===== src/rtl/hazard_pkg.sv =====
// Shared types and constants for the pipeline hazard controller.
package hazard_pkg;

   typedef enum logic [0:0] {
      RUN     = 1'b0,
      MEMWAIT = 1'b1
   } state_t;

   localparam logic [1:0] FWD_RF = 2'b00;
   localparam logic [1:0] FWD_W  = 2'b01;
   localparam logic [1:0] FWD_M  = 2'b10;

   localparam logic [3:0] PC_REG      = 4'hF;
   localparam logic [3:0] MEM_TIMEOUT = 4'd15;

   // Saturating 16-bit increment for the event counters.
   function automatic logic [15:0] sat_inc(input logic [15:0] v, input logic en);
      return (en && (v != 16'hFFFF)) ? v + 16'd1 : v;
   endfunction

endpackage


===== src/rtl/hazard_ctrl_fwd_select.sv =====
// Execute operand forwarding select; Memory stage wins over Writeback, PC never forwarded.
module fwd_select
   import hazard_pkg::*;
(
   input  logic [3:0] ra_e,
   input  logic [3:0] wa3_m,
   input  logic       reg_write_m,
   input  logic [3:0] wa3_w,
   input  logic       reg_write_w,
   output logic [1:0] fwd
);

   always_comb begin
      fwd = FWD_RF;
      if (ra_e != PC_REG) begin
         if (reg_write_m && (wa3_m == ra_e))
            fwd = FWD_M;
         else if (reg_write_w && (wa3_w == ra_e))
            fwd = FWD_W;
      end
   end

endmodule


===== src/rtl/hazard_ctrl.sv =====
// Pipeline hazard controller: forwarding, load-use/branch/memory-wait stalls and flushes,
// memory timeout watchdog and saturating stall/flush event counters.
module hazard_ctrl
   import hazard_pkg::*;
(
   input  logic        CLK,
   input  logic        RESET,
   input  logic [3:0]  RA1D,
   input  logic [3:0]  RA2D,
   input  logic [3:0]  RA1E,
   input  logic [3:0]  RA2E,
   input  logic [3:0]  WA3E,
   input  logic        RegWriteE,
   input  logic        MemtoRegE,
   input  logic        BranchTakenE,
   input  logic [3:0]  WA3M,
   input  logic [3:0]  RA2M,
   input  logic        RegWriteM,
   input  logic        MemWriteM,
   input  logic        MemtoRegM,
   input  logic        MemReadyM,
   input  logic [3:0]  WA3W,
   input  logic        RegWriteW,
   output logic [1:0]  ForwardAE,
   output logic [1:0]  ForwardBE,
   output logic        ForwardM,
   output logic        StallF,
   output logic        StallD,
   output logic        StallE,
   output logic        StallM,
   output logic        FlushD,
   output logic        FlushE,
   output logic        MemTimeout,
   output logic [15:0] StallCount,
   output logic [15:0] FlushCount
);

   state_t      state_q, state_d;
   logic [3:0]  wait_cnt_q, wait_cnt_d;
   logic        timeout_q, timeout_d;
   logic [15:0] stall_cnt_q, stall_cnt_d;
   logic [15:0] flush_cnt_q, flush_cnt_d;

   logic        mem_busy;
   logic        ld_use;
   logic        branch_flush;
   logic [1:0]  fwd_a, fwd_b;

   assign mem_busy = (MemWriteM || MemtoRegM) && !MemReadyM;
   assign ld_use   = MemtoRegE && RegWriteE && ((WA3E == RA1D) || (WA3E == RA2D));

   fwd_select u_fwd_a (
      .ra_e        (RA1E),
      .wa3_m       (WA3M),
      .reg_write_m (RegWriteM),
      .wa3_w       (WA3W),
      .reg_write_w (RegWriteW),
      .fwd         (fwd_a)
   );

   fwd_select u_fwd_b (
      .ra_e        (RA2E),
      .wa3_m       (WA3M),
      .reg_write_m (RegWriteM),
      .wa3_w       (WA3W),
      .reg_write_w (RegWriteW),
      .fwd         (fwd_b)
   );

   always_ff @(posedge CLK or posedge RESET) begin
      if (RESET) begin
         state_q     <= RUN;
         wait_cnt_q  <= '0;
         timeout_q   <= 1'b0;
         stall_cnt_q <= '0;
         flush_cnt_q <= '0;
      end else begin
         state_q     <= state_d;
         wait_cnt_q  <= wait_cnt_d;
         timeout_q   <= timeout_d;
         stall_cnt_q <= stall_cnt_d;
         flush_cnt_q <= flush_cnt_d;
      end
   end

   // Wait counter holds at its top value so the timeout condition stays visible.
   always_comb begin
      state_d    = state_q;
      wait_cnt_d = '0;
      timeout_d  = timeout_q;
      case (state_q)
         RUN: begin
            if (mem_busy)
               state_d = MEMWAIT;
         end
         MEMWAIT: begin
            if (MemReadyM)
               state_d = RUN;
            wait_cnt_d = (wait_cnt_q == MEM_TIMEOUT) ? wait_cnt_q : wait_cnt_q + 4'd1;
            if ((wait_cnt_q == MEM_TIMEOUT) && !MemReadyM)
               timeout_d = 1'b1;
         end
         default: state_d = RUN;
      endcase
   end

   always_comb begin
      StallF       = 1'b0;
      StallD       = 1'b0;
      StallE       = 1'b0;
      StallM       = 1'b0;
      FlushD       = 1'b0;
      FlushE       = 1'b0;
      branch_flush = 1'b0;
      if (RESET) begin
         FlushD = 1'b1;
         FlushE = 1'b1;
      end else if (mem_busy) begin
         StallF = 1'b1;
         StallD = 1'b1;
         StallE = 1'b1;
         StallM = 1'b1;
      end else if (BranchTakenE) begin
         FlushD       = 1'b1;
         FlushE       = 1'b1;
         branch_flush = 1'b1;
      end else if (ld_use) begin
         StallF = 1'b1;
         StallD = 1'b1;
         FlushE = 1'b1;
      end
   end

   always_comb begin
      stall_cnt_d = sat_inc(stall_cnt_q, StallF);
      flush_cnt_d = sat_inc(flush_cnt_q, branch_flush);
   end

   assign ForwardAE  = RESET ? FWD_RF : fwd_a;
   assign ForwardBE  = RESET ? FWD_RF : fwd_b;
   assign ForwardM   = !RESET && MemWriteM && RegWriteW && (WA3W == RA2M) && (RA2M != PC_REG);
   assign MemTimeout = timeout_q;
   assign StallCount = stall_cnt_q;
   assign FlushCount = flush_cnt_q;

endmodule


===== config.mk =====
export PLATFORM = sky130hd
export DESIGN_NAME = hazard_ctrl
export DESIGN_NICKNAME = d
export VERILOG_FILES = /design/src/rtl/hazard_pkg.sv /design/src/rtl/hazard_ctrl_fwd_select.sv /design/src/rtl/hazard_ctrl.sv
export SDC_FILE = /design/constraint.sdc
export NUM_CORES = 1
export LEC_CHECK = 0
export ABC_AREA = 1
export CAP_MARGIN = 20
export CORE_UTILIZATION = 51
export DETAILED_ROUTE_END_ITERATION = 12
export PLACE_DENSITY = 0.95
export RECOVER_POWER = 25
export SLEW_MARGIN = 20
export SYNTH_ARGS = -nofsm -noshare
export SYNTH_HDL_FRONTEND = slang
export SYNTH_SLANG_ARGS = --single-unit

===== constraint.sdc =====
create_clock -name CLK -period 4.1 [get_ports CLK]
set_input_delay 0.82 -clock CLK [delete_from_list [all_inputs] [get_ports CLK]]
set_output_delay 0.82 -clock CLK [all_outputs]
set_load 0.02 [all_outputs]

==> impl_metrics.env <==
export IMPL_slew_headroom=0.618
export IMPL_die_area_um2=5820
export IMPL_die_w_um=76.3
export IMPL_ir_drop_mv=0.222
export IMPL_grt_max_degree=40
export IMPL_worst_pin_slew_ns=0.571
export IMPL_yosys_area_top_type="dfrtp_1"
export IMPL_path_clk_slew_ns=0.07
export IMPL_ys_seq_area_frac=0.338
export IMPL_grt_use_total=0.277
export IMPL_cts_sinks=38
export IMPL_crit_fanout=18
export IMPL_critPathKind="in -> out"
export IMPL_worst_slack_ns=0.489
export IMPL_cts_tree="done"
export IMPL_cts_setup_buffers=0
export IMPL_cts_root_buf="clkbuf_8"
export IMPL_start_util=0.541
export IMPL_dp_slack_ns=0.559
export IMPL_clock_latency_ns=0.29
export IMPL_port_buffers=85
export IMPL_synth_nets=452
export IMPL_grt_pass1_wl_um=13200
export IMPL_max_stage_delay_ns=0.60
export IMPL_rsz0062_at_grt="false"
export IMPL_fmax_mhz=277
export IMPL_drtIter0Drc=134
export IMPL_r2r_slack_ns=2.11
export IMPL_nets=538
export IMPL_worstSetupStartpointType="input port"
export IMPL_combPwrFrac=0.356
export IMPL_cp_data_required_time_ns=3.28
export IMPL_wl_um=7630
export IMPL_routed_via_density=5.32
export IMPL_cts_hold_fix_buffers=0
export IMPL_final_common_cell="nand2_1"
export IMPL_timing_final_crit_share=0.881
export IMPL_num_vias=3000
export IMPL_cts_buffers=5
export IMPL_utilization=0.729
export IMPL_cp_common_cell="clkdlybuf4s50_1"
export IMPL_ctsResizeCount=0
export IMPL_design_power_total_w=0.00121
export IMPL_drive_above_1_share=0.0466
export IMPL_routabilityCongestion=0.909
export IMPL_min_path_type="reg -> reg"
export IMPL_post_route_drc_count=0
export IMPL_status="finished clean"
export IMPL_hold_viol_final=0
export IMPL_ys_warn_count=0
export IMPL_powerDensity_nw_per_um2=318
export IMPL_core_rowCount=26
export IMPL_wl_per_cell_um=13.5
export IMPL_tns_ns=0
export IMPL_p_sw_w=0.000447
export IMPL_critical_path_slowest_cell="clkdlybuf4s50_1"
export IMPL_netlist_area_leader_share=0.338
export IMPL_grt_pass1_vias=2955
export IMPL_syn_area_per_cell_um2=6.92
export IMPL_antenna_found_initial=0
export IMPL_p_clk_frac=0.223
export IMPL_core_area_um2=5200
export IMPL_ys_seq_elements=38
export IMPL_cts_path_max_buffers=2
export IMPL_setup_viol=0
export IMPL_ant_nets=0
export IMPL_synth_area_um2=2820
export IMPL_area_delta_synth_final_pct=34.8
export IMPL_arrival_ns=2.79
export IMPL_synthTopCellsByArea="dfrtp_1 (34%), nand2_1 (19%), inv_1 (7.1%)"
export IMPL_p_seq_frac=0.421
export IMPL_dpl_hpwl_um=5660
export IMPL_gr_total_overflow=0
export IMPL_worst_setup_path_end_kind="primary output"
export IMPL_cts_htree_levels=2
export IMPL_p_int_w=0.000760
export IMPL_drtPass1Iterations=4
export IMPL_ys_types=34
export IMPL_power_leakage_nw=1.75
export IMPL_drv_cap=0
export IMPL_syn_inst=407
export IMPL_final_cell_mix="nand2_1 (140), clkdlybuf4s50_1 (84), inv_1 (53)"
export IMPL_n_antenna_cell=0
export IMPL_io_pins=86
export IMPL_fin_crit_ns=3.61
export IMPL_crit_chain="clkdlybuf4s50_1 > o21bai_1 > a21oi_2 > buf_4 > nand2_1 > clkdlybuf4s50_1"
export IMPL_switching_share=0.370
export IMPL_chipHeight_um=76.3
export IMPL_fin_worst_skew_ns=0.0108
export IMPL_slew_violations=0
export IMPL_fill_cells=406
## synth_stat cells
master    number
a211oi_1       1
a21oi_1       11
a21oi_2        1
and2_1         1
and3_1         1
buf_2          2
buf_4          2
buf_6          3
clkbuf_1       1
dfrtp_1       38
ha_1           3
inv_1         53
inv_4          1
nand2_1      140
nand2_2        4
nand2_4        1
nand3_1       20
nand3_2        1
nand3_4        2
nand4_1       24
nor2_1        28
nor2_4         2
nor3_1         9
nor3_4         1
nor3b_1        2
nor3b_2        1
nor4_1         2
o21ai_0        8
o21ai_1        6
o21bai_1       1
o21bai_2       1
o22ai_1        6
xnor2_1        9
xor2_1        21
## path summary, 6_finish.rpt
kind                               startpoint              to  cells after the start
worst max-delay path                MemWriteM          FlushE                      6
max in group asynchronous               RESET   FlushCount[7]                      3
worst min register to register     MemTimeout      MemTimeout                      1
worst min-delay path               MemTimeout      MemTimeout                      1
min in group asynchronous               RESET   StallCount[7]                      3
worst max register to register  FlushCount[0]  FlushCount[11]                      9
## through the flow
step                      cells  area [µm²]  hold WS [ns]
after floorplan             407        2820         0.479
after global placement      556        3710         0.459
after detailed placement    556        3710         0.470
after CTS                   564        3800         0.488
after global routing        564        3790         0.508
final                       564        3790         0.487
## worst max-delay path: cells and delay by family
| family | cells | cell delay [ns] |
|---|---|---|
| compound gates | 2 | 0.61 |
| simple gates | 1 | 0.09 |
| buf+inv | 3 | 1.27 |
## logic make-up after synthesis
| group | count (synthesis) | synth area share |
|---|---|---|
| XOR/XNOR | 30 | 0.0933 |
| buffers and inverters | 62 | 0.0951 |
| adder cells (fa/ha/maj) | 3 | 0.0133 |
| AND/OR/NAND/NOR | 239 | 0.390 |
| flip-flops | 38 | 0.338 |
| AO/OA/AOI/OAI | 35 | 0.0702 |
## flip-flops by register name (all words and copies together), names as in the netlist
register    count
MemTimeout      1
state_q         1
StallCount     16
wait_cnt_q      4
FlushCount     16
## power groups by stage
stage	sequential [W]	clock (W)	combinational, W
global route	0.000518	0.000285	0.000467
floorplan	0.000554	0	0.000181
global placement	0.000508	0	0.000413
CTS	0.000505	0.000272	0.000430
detailed placement	0.000510	0	0.000427
finish	0.000508	0.000270	0.000429
## cell type report
cell class	count	area (µm²)	area share
timing repair buffer	87	866	0.228
inverter	54	205	0.0541
clock inverter	1	5.00	0.00132
tap	70	87.6	0.0231
multi-input combinational	307	1590	0.420
clock buffer	7	86.3	0.0228
sequential	38	951	0.251
## layer usage
metal  global-route usage  part of all wire  up-vias
li1                     -                 -     1481
met1                0.338              0.42     1386
met2                0.492              0.50      113
met3               0.0443             0.057       20
met4                0.102             0.021        0
met5                    0                 0        -
Power figures use the tool's default switching activity.
